`config.mk`:
```
export PLATFORM = sky130hd
export DESIGN_NAME = instruction_fetch_unit
export DESIGN_NICKNAME = d
export VERILOG_FILES = /design/src/rtl/instruction_fetch_unit.sv
export SDC_FILE = /design/constraint.sdc
export NUM_CORES = 1
export LEC_CHECK = 0
export CAP_MARGIN = 20
export CORE_AREA = 8 8 150 152
export DETAILED_ROUTE_END_ITERATION = 10
export DIE_AREA = 0 0 158 160
export DONT_BUFFER_PORTS = 1
export PLACE_DENSITY = 0.58
export SLEW_MARGIN = 10
export SYNTH_ARGS = -nofsm -noshare
export SYNTH_HDL_FRONTEND = slang
export SYNTH_SLANG_ARGS = --single-unit
```
`constraint.sdc`:
```
create_clock -name Clock -period 4.05 [get_ports Clock]
set_clock_uncertainty 0.1 [all_clocks]
set_input_delay 1.0125 -clock Clock [delete_from_list [all_inputs] [get_ports Clock]]
set_output_delay 1.0125 -clock Clock [all_outputs]
set_load 0.1 [all_outputs]
```
`src/rtl/instruction_fetch_unit.sv`:
```
// Fetch stage of the RV32I core: holds the program counter, requests words from
// instruction memory over a ready/valid handshake and presents each fetched word
// with its PC to decode. The next PC follows the sequential path or a redirect
// (PC-relative branch/JAL, or JALR from rs1), and a misaligned target parks the
// unit in a sticky FAULT state until reset.
module instruction_fetch_unit #(
    parameter logic [31:0] RESET_VECTOR = 32'h0000_0000,
    parameter logic [31:0] NOP_INSTR    = 32'h0000_0013
) (
    input  logic        Clock,
    input  logic        Reset,
    input  logic        Stall,
    input  logic        Redirect,
    input  logic        RedirectSel,
    input  logic [31:0] Immediate,
    input  logic [31:0] JalrBase,
    output logic        MemReq,
    output logic [31:0] MemAddr,
    input  logic        MemReady,
    input  logic [31:0] MemRdata,
    output logic [31:0] Instruction,
    output logic        InstrValid,
    output logic [31:0] PC,
    output logic [31:0] PCPlus4,
    output logic        MisalignedFault
);

    typedef enum logic [1:0] {
        IDLE  = 2'd0,
        REQ   = 2'd1,
        VALID = 2'd2,
        FAULT = 2'd3
    } state_t;

    state_t      r_state;
    state_t      w_next_state;
    logic [31:0] r_pc;
    logic [31:0] w_next_pc;
    logic [31:0] r_instr;
    logic [31:0] w_next_instr;
    logic        r_fault;
    logic        w_next_fault;
    logic [31:0] w_target;

    // Next-PC selection; sums wrap modulo 2^32 and JALR clears bit 0 of its target.
    function automatic logic [31:0] f_target(
        input logic [31:0] pc,
        input logic        redirect,
        input logic        sel,
        input logic [31:0] imm,
        input logic [31:0] base
    );
        logic [31:0] sum;
        if (!redirect) begin
            sum = pc + 32'd4;
        end else if (!sel) begin
            sum = pc + imm;
        end else begin
            sum = (base + imm) & ~32'd1;
        end
        return sum;
    endfunction

    assign w_target = f_target(r_pc, Redirect, RedirectSel, Immediate, JalrBase);

    // Outputs are decoded from state or taken straight from registers, so no
    // input reaches them combinationally; only PCPlus4 is arithmetic on PC.
    assign MemReq          = (r_state == REQ);
    assign MemAddr         = r_pc;
    assign InstrValid      = (r_state == VALID);
    assign Instruction     = r_instr;
    assign PC              = r_pc;
    assign PCPlus4         = r_pc + 32'd4;
    assign MisalignedFault = r_fault;

    // Next-state and next-register values; Stall matters only while VALID.
    always_comb begin
        w_next_state = r_state;
        w_next_pc    = r_pc;
        w_next_instr = r_instr;
        w_next_fault = r_fault;
        case (r_state)
            IDLE: begin
                w_next_state = REQ;
            end
            REQ: begin
                if (MemReady) begin
                    w_next_instr = MemRdata;
                    w_next_state = VALID;
                end
            end
            VALID: begin
                if (!Stall) begin
                    w_next_pc    = w_target;
                    w_next_instr = NOP_INSTR;
                    if (w_target[1:0] == 2'b00) begin
                        w_next_state = REQ;
                    end else begin
                        w_next_fault = 1'b1;
                        w_next_state = FAULT;
                    end
                end
            end
            FAULT: begin
                w_next_state = FAULT;
            end
            default: begin
                w_next_state = IDLE;
            end
        endcase
    end

    // State and datapath registers; reset discards any in-flight response.
    always_ff @(posedge Clock or posedge Reset) begin
        if (Reset) begin
            r_state <= IDLE;
            r_pc    <= RESET_VECTOR;
            r_instr <= NOP_INSTR;
            r_fault <= 1'b0;
        end else begin
            r_state <= w_next_state;
            r_pc    <= w_next_pc;
            r_instr <= w_next_instr;
            r_fault <= w_next_fault;
        end
    end

endmodule

```
# Yosys cells after proc, flatten, opt, wreduce, memory -nomap -nowiden
# Cells that the tools add are included.
[totals]
regBits = 67
in_bits = 102
wordCells = 30
[classes]
add_sub_neg = 3
eq_ne = 5
mux = 9
bitwise_logic = 2
reduce_logical = 7
[ops]
columns = ["cell", "count"]
rows = [
  ["two-way mux 32 bit", 4],
  ["adder 32 bit", 2],
  ["case mux 32 bit (2 select lines)", 1],
  ["adder 32 x 3 -> 32 bit (second input constant)", 1],
  ["case mux 2 bit (4 select lines)", 1],
  ["two-way mux 2 bit", 3],
  ["AND reduction 3 bit", 2],
  ["equality test 2 bit (second input constant)", 2],
  ["logical NOT 2 bit", 2],
  ["AND reduction 2 bit", 2],
  ["equality test 2 x 1 -> 1 bit (second input constant)", 1],
  ["inequality test 2 x 1 -> 1 bit (second input constant)", 1],
  ["inequality test 2 bit (second input constant)", 1],
  ["inverter 1 bit", 2],
  ["nonzero test 2 bit", 1],
]

# Longest topological paths before layout
[depth]
depth_word = 7
depth_mapped = 12
mapped_depth_nobuf = 11

# Worst setup path after synthesis
# Ideal clock, no wire load.
[synth_path]
kind = "reg2out"
startpoint = "register r_pc[2], in the netlist MemAddr[2]"
endpoint = "output port PCPlus4[20]"
t_arrival_ps = 4077
required_ps = 2938
slack_ps = -1139
stages_incl_launch_ff = 10
cell_sequence = "dfrtp_1 > ha_1 > and3_1 > buf_4 > and2b_1 > buf_6 > and3_4 > and4_4 > nand2_1 > xnor2_1"
[synth_via]
elab_chain_cells = 1
[synth_lines]
columns = ["item", "line_no", "source"]
rows = [
  ["start, declared", "37", "logic [31:0] r_pc;"],
  ["start signal, assigned", "122", "r_pc <= w_next_pc;"],
  ["adder 32 x 3 -> 32 bit", "73", "assign PCPlus4 = r_pc + 32'd4;"],
  ["end, declared", "24", "output logic [31:0] PCPlus4,"],
]
# Every way passes these cells.

# Worst setup path in the final report
[layout_path]
startpoint = "register r_pc[3], in the netlist MemAddr[3]"
endpoint = "output port PCPlus4[20]"
# Same word-level chain as after synthesis.

==> results.yml <==
run_status:
  status: "completed"
setup_path:
  r2r_cells: 11
  cpPeakStageDelay_ns: 0.45
  r2r-end: "MemAddr[24]$_DFFE_PP0P_"
  path_cells: "ha_1 -> and3_2 -> and2b_1 -> and3_4 -> and4_4 -> nand2_1 -> xnor2_2 -> buf_4"
  rrSetupSlack_ns: 0.63
  worst-path-buf-inv: 1
  start_kind: "flip-flop"
  cp.required_ns: 2.94
  end_kind: "output port"
  path_class: "flip-flop to output port"
  r2r-start: "MemAddr[3]$_DFFE_PP0P_"
  cp_top_family: "simple AND/OR/NAND/NOR gates"
  cp_slowest_cell: "dfrtp_2"
  crit_fanout: 7
  cp_num_cells: 8
  cp-startpoint: "MemAddr[3]$_DFFE_PP0P_"
  endpoint: "PCPlus4[20]"
  crit_arrival_ns: 2.83
timing:
  post-route-period-util_pct: 97.3
  setup_viol: 0
  report.final.slew_viol_count: 0
  rsz0062_at_grt: "no"
  worst_pin_slew_ns: 0.939
  setup_tns_ns: 0
  slew-limit-headroom_pct: 37.4
  hold_violations: 0
  fmax_mhz: 254
  hold_slack_ns: 0.445
  postLayoutSetupSlackWorst_ns: 0.109
  period_needed_ns: 3.94
route:
  drt_iter0_drc: 476
  wl_mm: 26.1
  via_per_inst: 5.84
  vias: 7008
  route.detailed.drc: 0
  postRouteAntennaNets: 0
  drtPass1Iterations: 5
  wl_per_cell_um: 21.8
synthesis:
  netlist_area_um2: 7090
  synth_edf_count: 0
  avgSynthCellArea_um2: 7.96
  synth_top_area_share_pct: 22.6
  synth_area_leaders: "dfrtp_1 (23%), ha_1 (11%), o21ai_0 (5.4%)"
  synth_cell_types: 69
  ys_ff_latch: 67
  yosys_warnings: 0
  synth_fp_nets: 1057
  ys_seq_area_share_pct: 23.7
  synthCells: 891
  synthFlopType: "dfrtp_1"
  ys_async_sr_fraction_pct: 100
  synth.largest_area_cell: "dfrtp_1"
floorplan:
  dieArea_um2: 25300
  die_height_um: 160
  boundaryPins: 233
  start_util_pct: 35.4
  die_x_um: 158
  core_um2: 20000
  rows: 52
global_route:
  grt_pass1_vias: 6797
  antenna_found_initial: 0
  grt.total_usage_pct: 20.2
  grt_overflow: 0
  grt_max_degree: 47
  grt_pass1_wl_mm: 40.0
flow_run:
  maxCapViolations: 0
pwr:
  ir_drop_mv: 0.360
  p_leak_uw: 0.00386
  p_per_area_nw_per_um2: 757
place:
  dp_hpwl_mm: 21.0
  port_buffers: 0
  dpl_worst_slack_ns: 0.0670
  post_dp_cell_area_um2: 8200
  place.gp.congestion: 0.893
cells_and_area:
  final_area_um2: 8540
  drive_gt1_share_pct: 19.8
  layout.nets: 1090
  n_antenna_cell: 0
  final_util_pct: 42.6
  mostFrequentLayoutCells: "nand2_1 (88), o21ai_0 (76), buf_4 (76)"
  final_common_cell: "nand2_1"
  areaGrowthSynthToFinish_pct: 20.5
clock_network:
  clock_latency_ns: 0.34
  clock_path_buffers: 2
  htree_levels: 3
  cts_buffers: 9
  root_buffer: "clkbuf_16"
  postCtsSetupBuffers: 0
  clkTransAtPathRegs_ns: 0.06
  cts_tree: "built"
  cts_sinks: 67
hold_path:
  hold_path_class: "primary input to async pin"
[metrics by stage]
step / instances / power, µW
global placement: 1182 / 5600
floorplan: 891 / 4900
CTS: 1198 / 6490
detailed placement: 1182 / 5610
finish: 1199 / 6470
global route: 1199 / 6740
[cell families after synthesis]
family                   after synthesis  synth area share, %
AO/OA/AOI/OAI                        317                 29.3
XOR/XNOR                              77                 9.62
adder cells (fa/ha/maj)               64                 11.5
buffers and inverters                 89                 6.67
flip-flops                            67                 23.7
multiplexers                           7                 1.01
AND/OR/NAND/NOR                      270                 18.2
[timing repair]
item,CTS,global route
resized for setup,1,2
setup endpoints to repair,1,2
hold buffers,0,0
[cells in the mapped netlist, drive strengths merged, types with 3 or more instances]
library cell / instances
a2111oi: 4
a211o: 4
a211oi: 15
a21o: 27
a21oi: 74
a221oi: 3
a22o: 30
a22oi: 4
a311oi: 4
a31oi: 15
and2: 8
and3: 15
and4: 4
buf: 42
clkbuf: 26
dfrtp: 64
dfstp: 3
ha: 62
inv: 20
mux2i: 6
nand2: 88
nand2b: 7
nand3: 28
nand4: 13
nor2: 71
nor2b: 9
nor3: 12
o211a: 3
o211ai: 11
o21a: 12
o21ai: 77
o21bai: 5
o221ai: 5
o22a: 4
o22ai: 8
o31ai: 4
or3: 4
xnor2: 40
xor2: 37
[worst min-delay path by stage]
stage,slack (ns),cells past startpoint,end,start
global placement,0.44,2,r_state[1]$_DFFE_PP0P_,r_state[0]$_DFFE_PP0P_
detailed placement,0.43,2,r_state[1]$_DFFE_PP0P_,r_state[0]$_DFFE_PP0P_
finish,0.45,1,Instruction[16]$_DFFE_PP0P_,Reset
global route,0.45,1,Instruction[16]$_DFFE_PP0P_,Reset
CTS,0.45,2,r_state[1]$_DFFE_PP0P_,r_state[0]$_DFFE_PP0P_
floorplan,0.38,2,r_state[1]$_DFFE_PP0P_,r_state[0]$_DFFE_PP0P_
[power breakdown]
group          internal [µW]  switching, µW
combinational            966           2790
clock                    554            305
sequential               856            997
total                   2380           4090
[state kept, by name, indices dropped and copies added, names as in the netlist]
| register | count |
|---|---|
| Instruction | 32 |
| MemAddr | 32 |
| r_state | 2 |
| MisalignedFault | 1 |
[cell type report]
cell class                      count  area [µm²]
Sequential cell                    67        1730
Tap cell                          270         338
Multi-Input combinational cell    735        5230
Fill cell                        2046       11500
Clock inverter                      5        77.6
Timing Repair Buffer               90         851
Inverter                           21        78.8
Clock buffer                       11         243
[layer usage]
layer / track usage, % / vias to the layer above / wire length [µm]
met5: 0 / - / 0
met1: 25.0 / 3349 / 10600
li1: - / 3326 / -
met3: 6.02 / 36 / 2420
met2: 33.1 / 297 / 12400
met4: 6.56 / 0 / 731
Note: power is estimated with default switching activity, not from simulation.
